==> config.mk <==
export PLATFORM = sky130hd
export DESIGN_NAME = conv_encoder_tx
export DESIGN_NICKNAME = d
export VERILOG_FILES = /design/src/rtl/conv_enc_pkg.sv /design/src/rtl/conv_branch_enc.sv /design/src/rtl/conv_encoder_tx.sv
export SDC_FILE = /design/constraint.sdc
export NUM_CORES = 1
export LEC_CHECK = 0
export BUFFER_PORTS_ARGS = -buffer_cell sky130_fd_sc_hd__buf_2
export CAP_MARGIN = 0
export CELL_PAD_IN_SITES_DETAIL_PLACEMENT = 1
export CELL_PAD_IN_SITES_GLOBAL_PLACEMENT = 1
export CORE_ASPECT_RATIO = 0.7
export CORE_UTILIZATION = 40
export CTS_CLUSTER_DIAMETER = 40
export DETAILED_ROUTE_END_ITERATION = 6
export PLACE_DENSITY_LB_ADDON = 0.1
export SLEW_MARGIN = 0
export SYNTH_ARGS = -nofsm -noshare
export SYNTH_HDL_FRONTEND = slang
export SYNTH_SLANG_ARGS = --single-unit
==> constraint.sdc <==
create_clock -name clk -period 5.3 [get_ports clk]
set_clock_uncertainty 0.2 [all_clocks]
set_input_delay 0.53 -clock clk [delete_from_list [all_inputs] [get_ports clk]]
set_output_delay 0.53 -clock clk [all_outputs]
set_load 0.05 [all_outputs]
==> src/rtl/conv_enc_pkg.sv <==
// Shared constants, FSM state type and symbol function for the rate-1/2, K=3
// convolutional encoder.
package conv_enc_pkg;

  localparam int K = 3;
  localparam logic [K-1:0] G0_DEF = 3'b111;
  localparam logic [K-1:0] G1_DEF = 3'b101;

  typedef enum logic [1:0] {
    IDLE = 2'd0,
    ENC  = 2'd1,
    TAIL = 2'd2
  } enc_state_e;

  // Generator bit2 taps the current input, bit1 d1, bit0 d2.
  function automatic logic [1:0] conv_sym(input logic u, input logic d1, input logic d2,
                                          input logic [K-1:0] g0, input logic [K-1:0] g1);
    logic [K-1:0] reg_v;
    reg_v = {u, d1, d2};
    return {^(g1 & reg_v), ^(g0 & reg_v)};
  endfunction

endpackage

==> src/rtl/conv_branch_enc.sv <==
// Two-stage encoder shift register {d1,d2} with advance/clear and the
// generator XOR producing the current {c1,c0} symbol.
module conv_branch_enc
  import conv_enc_pkg::*;
#(
  parameter logic [K-1:0] G0 = G0_DEF,
  parameter logic [K-1:0] G1 = G1_DEF
) (
  input  logic       clk,
  input  logic       rst_n,
  input  logic       clr,
  input  logic       adv,
  input  logic       u,
  output logic [1:0] sym
);

  logic [1:0] sr_q, sr_d;

  always_comb begin
    sr_d = sr_q;
    if (clr) begin
      sr_d = 2'b00;
    end else if (adv) begin
      sr_d = {u, sr_q[1]};
    end
  end

  always_ff @(posedge clk or negedge rst_n) begin
    if (!rst_n) begin
      sr_q <= 2'b00;
    end else begin
      sr_q <= sr_d;
    end
  end

  assign sym = conv_sym(u, sr_q[1], sr_q[0], G0, G1);

endmodule

==> src/rtl/conv_encoder_tx.sv <==
// Frame-based convolutional encoder: accepts a message, streams symbols under
// backpressure and assembles the codeword. CONV_TAIL_FLUSH_EN adds a 2-symbol tail.
module conv_encoder_tx
  import conv_enc_pkg::*;
#(
  parameter int           MSG_W = 4,
  parameter logic [K-1:0] G0    = G0_DEF,
  parameter logic [K-1:0] G1    = G1_DEF
) (
  input  logic               clk,
  input  logic               rst_n,
  input  logic [MSG_W-1:0]   msg,
  input  logic               msg_valid,
  output logic               msg_ready,
  output logic [1:0]         sym_data,
  output logic               sym_valid,
  input  logic               sym_ready,
  output logic               sym_last,
  output logic [2*MSG_W-1:0] code_word,
  output logic               code_valid
);

  localparam int CW = (MSG_W > 1) ? $clog2(MSG_W) : 1;

  enc_state_e         state_q, state_d;
  logic [CW-1:0]      cnt_q, cnt_d;
  logic [MSG_W-1:0]   msg_q, msg_d;
  logic [2*MSG_W-1:0] stage_q, stage_d;
  logic [2*MSG_W-1:0] code_word_q, code_word_d;
  logic               code_valid_q, code_valid_d;

  logic       enc_clr, enc_adv, enc_u, last_data;
  logic [1:0] enc_sym;

  conv_branch_enc #(
    .G0(G0),
    .G1(G1)
  ) u_branch (
    .clk  (clk),
    .rst_n(rst_n),
    .clr  (enc_clr),
    .adv  (enc_adv),
    .u    (enc_u),
    .sym  (enc_sym)
  );

  assign last_data = (cnt_q == CW'(MSG_W - 1));

  always_comb begin
    state_d      = state_q;
    cnt_d        = cnt_q;
    msg_d        = msg_q;
    stage_d      = stage_q;
    code_word_d  = code_word_q;
    code_valid_d = 1'b0;
    enc_clr      = 1'b0;
    enc_adv      = 1'b0;
    enc_u        = 1'b0;
    sym_valid    = 1'b0;
    sym_last     = 1'b0;

    case (state_q)
      IDLE: begin
        if (msg_valid) begin
          msg_d   = msg;
          cnt_d   = '0;
          stage_d = '0;
          enc_clr = 1'b1;
          state_d = ENC;
        end
      end

      ENC: begin
        sym_valid = 1'b1;
        for (int i = 0; i < MSG_W; i++) begin
          if (cnt_q == CW'(i)) enc_u = msg_q[i];
        end
`ifndef CONV_TAIL_FLUSH_EN
        sym_last = last_data;
`endif
        if (sym_ready) begin
          enc_adv = 1'b1;
          cnt_d   = cnt_q + 1'b1;
          for (int i = 0; i < MSG_W; i++) begin
            if (cnt_q == CW'(i)) stage_d[2*i +: 2] = enc_sym;
          end
          if (last_data) begin
            code_word_d  = stage_d;
            code_valid_d = 1'b1;
`ifdef CONV_TAIL_FLUSH_EN
            cnt_d        = '0;
            state_d      = TAIL;
`else
            state_d      = IDLE;
`endif
          end
        end
      end

`ifdef CONV_TAIL_FLUSH_EN
      // Two zero-input symbols drive the trellis back to state 00.
      TAIL: begin
        sym_valid = 1'b1;
        sym_last  = cnt_q[0];
        if (sym_ready) begin
          enc_adv = 1'b1;
          cnt_d   = cnt_q + 1'b1;
          if (cnt_q[0]) state_d = IDLE;
        end
      end
`endif

      default: state_d = IDLE;
    endcase
  end

  always_ff @(posedge clk or negedge rst_n) begin
    if (!rst_n) begin
      state_q      <= IDLE;
      cnt_q        <= '0;
      msg_q        <= '0;
      stage_q      <= '0;
      code_word_q  <= '0;
      code_valid_q <= 1'b0;
    end else begin
      state_q      <= state_d;
      cnt_q        <= cnt_d;
      msg_q        <= msg_d;
      stage_q      <= stage_d;
      code_word_q  <= code_word_d;
      code_valid_q <= code_valid_d;
    end
  end

  // Gate with rst_n so the encoder never advertises ready while held in reset.
  assign msg_ready  = (state_q == IDLE) && rst_n;
  assign sym_data   = sym_valid ? enc_sym : 2'b00;
  assign code_word  = code_word_q;
  assign code_valid = code_valid_q;

endmodule
==> flow_summary.toml <==
[setup_path]
timing.critical_path.fanout_max = 8
worstPathArrival_ps = 2350
setup.worst_path.start_class = "flop"
setup.worst_path.class = "flop to output port"
timing.critical_path.cells = "inv_1, ha_1, a21oi_2, o21ai_1, a22oi_4, xor2_4, nor2_1, buf_2"
critPathMaxStageDelay_ps = 430
buffers_inverters_on_critical_path = 2
worstSetupEndpointType = "output port"
critPathSlowestCell = "dfrtp_1"
critPathTopFamily = "compound AO/OA/AOI/OAI gates"
worst_ep_required_time_ps = 4570

[clock_tree]
insertion_delay_ps = 270
tritoncts_clock_tree = "yes"
tritoncts.num_buffers = 3
ctsResizeCount = 0
cts_buffer_depth = 2
clkTransAtPathRegs_ps = 90
cts.sink_count = 24
holdBufCountCts = 0
clock_tree.root_cell = "clkbuf_8"
htree_levels = 1
cts_post_setup_buffers_inserted = 0

[synth]
ys_top_cells_by_area = "dfrtp_1 (49%), o21ai_1 (5.3%), nand2_1 (4.3%)"
synth.cell_area_um2 = 1221
synth_most_common_cell = "dfrtp_1"
synth_seq_area_share_pct = 49.18
synth_enable_flop_cells = 0
synth_largest_area_cell = "dfrtp_1"
synth_top_flop_cell = "dfrtp_1"
synthesis.instances = 121
synth_top_cell_area_share_pct = 49.18
synth_common_cells = "dfrtp_1 (24), nand2_1 (14), o21ai_1 (13), a21oi_1 (9), inv_1 (7)"
synth-async-reset-ratio_pct = 100.0
yosys_register_bits = 24
avgSynthCellArea_um2 = 10.09
yosysWarningCount = 0
synth_fp_nets = 133
synth_cell_type_count = 31

[floorplan]
ioPinCount = 22
die_width_um = 68.04
die_y_um = 48.23
core_area_um2 = 2843
design.die.area_um2 = 3282
initial_core_util_pct = 42.96
placement_rows = 16

[final_layout]
area.sequential_um2 = 600.6
final_cell_area_um2 = 1403
insertedDiodeCount = 0
area_growth_syn_to_fin_pct = 14.86
multiInputGateArea_um2 = 566.8
final.fill_count = 343
final_net_count = 153
fraction_of_final_layout_cells_with_drive_strength_greater_than_1_pct = 24.29

[timing]
hold_violations = 0
min_period_over_period_pct = 58.14
final.setup.tns_ps = 0
slew_violations = 0
hold_slack_ps = 36.83
rsz0062_at_grt = "false"
report.final.setup_viol = 0
worst-slew-pin-transition_ps = 646.0
timing.fmax_mhz = 324.5
final_critical_path_setup_slack_ps = 2219
slew_headroom_pct = 56.93
final_period_minus_worst_setup_slack_ps = 3081

[drt]
antenna_violating_nets_post_route = 0
route.detailed.vias_per_inst = 5.335
drtPass1Iterations = 4
vias = 939
detailedRoute.firstIterationViolations = 45
post-route-drc-count = 0
post_drt_wl_per_cell_um = 15.59
route.final.wire_length_mm = 2.743

[global_routing]
grt_start_max_net_pins = 26
grt_first_pass_wirelength_mm = 4.471
first_global_vias = 889
track_usage_pct = 19.50
initial_antenna_violation_count = 0
grt-ovfl-total = 0

[status]
status = "complete, no violations"

[job]
cap_viol_max_count = 0

[hold_path]
hp-class = "input port to asynchronous set/reset pin"

[place]
gp_routability_congestion = 0.7527
place.detailed.hpwl_mm = 1.954
place_area_um2 = 1348
port-buffer-count = 21
place_ws_ps = 2537
[cell families (layout without fill, tap and decap cells)]
family / count (synthesis) / after routing / synth area share [%]
multiplexers: 4 / 4 / 3.586
adder cells (fa/ha/maj): 4 / 4 / 4.099
buffers and inverters: 14 / 33 / 4.406
flip-flops: 24 / 24 / 49.18
XOR/XNOR: 4 / 4 / 5.943
AO/OA/AOI/OAI: 37 / 37 / 19.26
AND/OR/NAND/NOR: 34 / 34 / 13.52
[metal layers]
metal  GRT usage [%]  up-vias  part of all wire (%)
met3           5.607        5                   3.1
met4           5.000        0                  0.84
met5               0        -                     0
met1           27.44      465                    52
li1                -      457                     -
met2           29.61       12                    44
[per-stage QoR]
step	utilization [%]	cells
after global placement	47.40	172
final	49.34	176
after detailed placement	47.40	172
after global routing	49.34	176
after floorplan	-	121
after CTS	49.34	176
[final timing paths]
| check | startpoint | end | slack, ps | cells after the start |
|---|---|---|---|---|
| max in group asynchronous | rst_n | u_branch.sr_q[1] | 4490 | 1 |
| min | rst_n | code_word[1] | 40 | 1 |
| max reg2reg | cnt_q[0] | stage_q[5] | 3040 | 7 |
| max | cnt_q[0] | sym_data[1] | 2220 | 8 |
| min in group clk | code_word[6] | code_word[6] | 280 | 2 |
| min reg2reg | code_word[6] | code_word[6] | 280 | 2 |
[layout by cell type, fill, tap and decap left out, drive strengths merged, types with 2 or more instances in the layout]
| master | Yosys | final |
|---|---|---|
| clkbuf | 5 | 4 |
| a21oi | 10 | 10 |
| xnor2 | 2 | 2 |
| ha | 4 | 4 |
| a31oi | 3 | 3 |
| o22ai | 4 | 4 |
| xor2 | 2 | 2 |
| nor2 | 5 | 5 |
| dfrtp | 24 | 24 |
| nor2b | 2 | 2 |
| nor3b | 6 | 6 |
| nor3 | 3 | 3 |
| o21ai | 14 | 14 |
| inv | 8 | 8 |
| mux2 | 3 | 3 |
| buf | 1 | 21 |
| nand2 | 14 | 14 |
| nand3 | 3 | 3 |
[registers in the layout (all words and copies together), names as in the netlist]
name	count
stage_q	6
code_word	8
code_valid	1
msg_q	4
state_q	1
u_branch.sr_q	2
cnt_q	2
[layout make-up]
cell class	instances	share of cell area [%]
Timing Repair Buffer	21	7.493
Multi-Input combinational cell	83	40.41
Sequential cell	24	42.82
Tap cell	36	3.211
Clock buffer	4	3.925
Inverter	8	2.141
[worst register-to-register path: stages (launching register included)]
cell and delay [ps]:
dfrtp_1 430, inv_1 110, ha_1 330, a21oi_2 140, o21ai_1 110, a22oi_4 360, xor2_4 310, o22ai_1 130
Power is left out: the tool's default activity adds up to more than one toggle a clock period on the data nets, which glitch-free logic cannot reach.
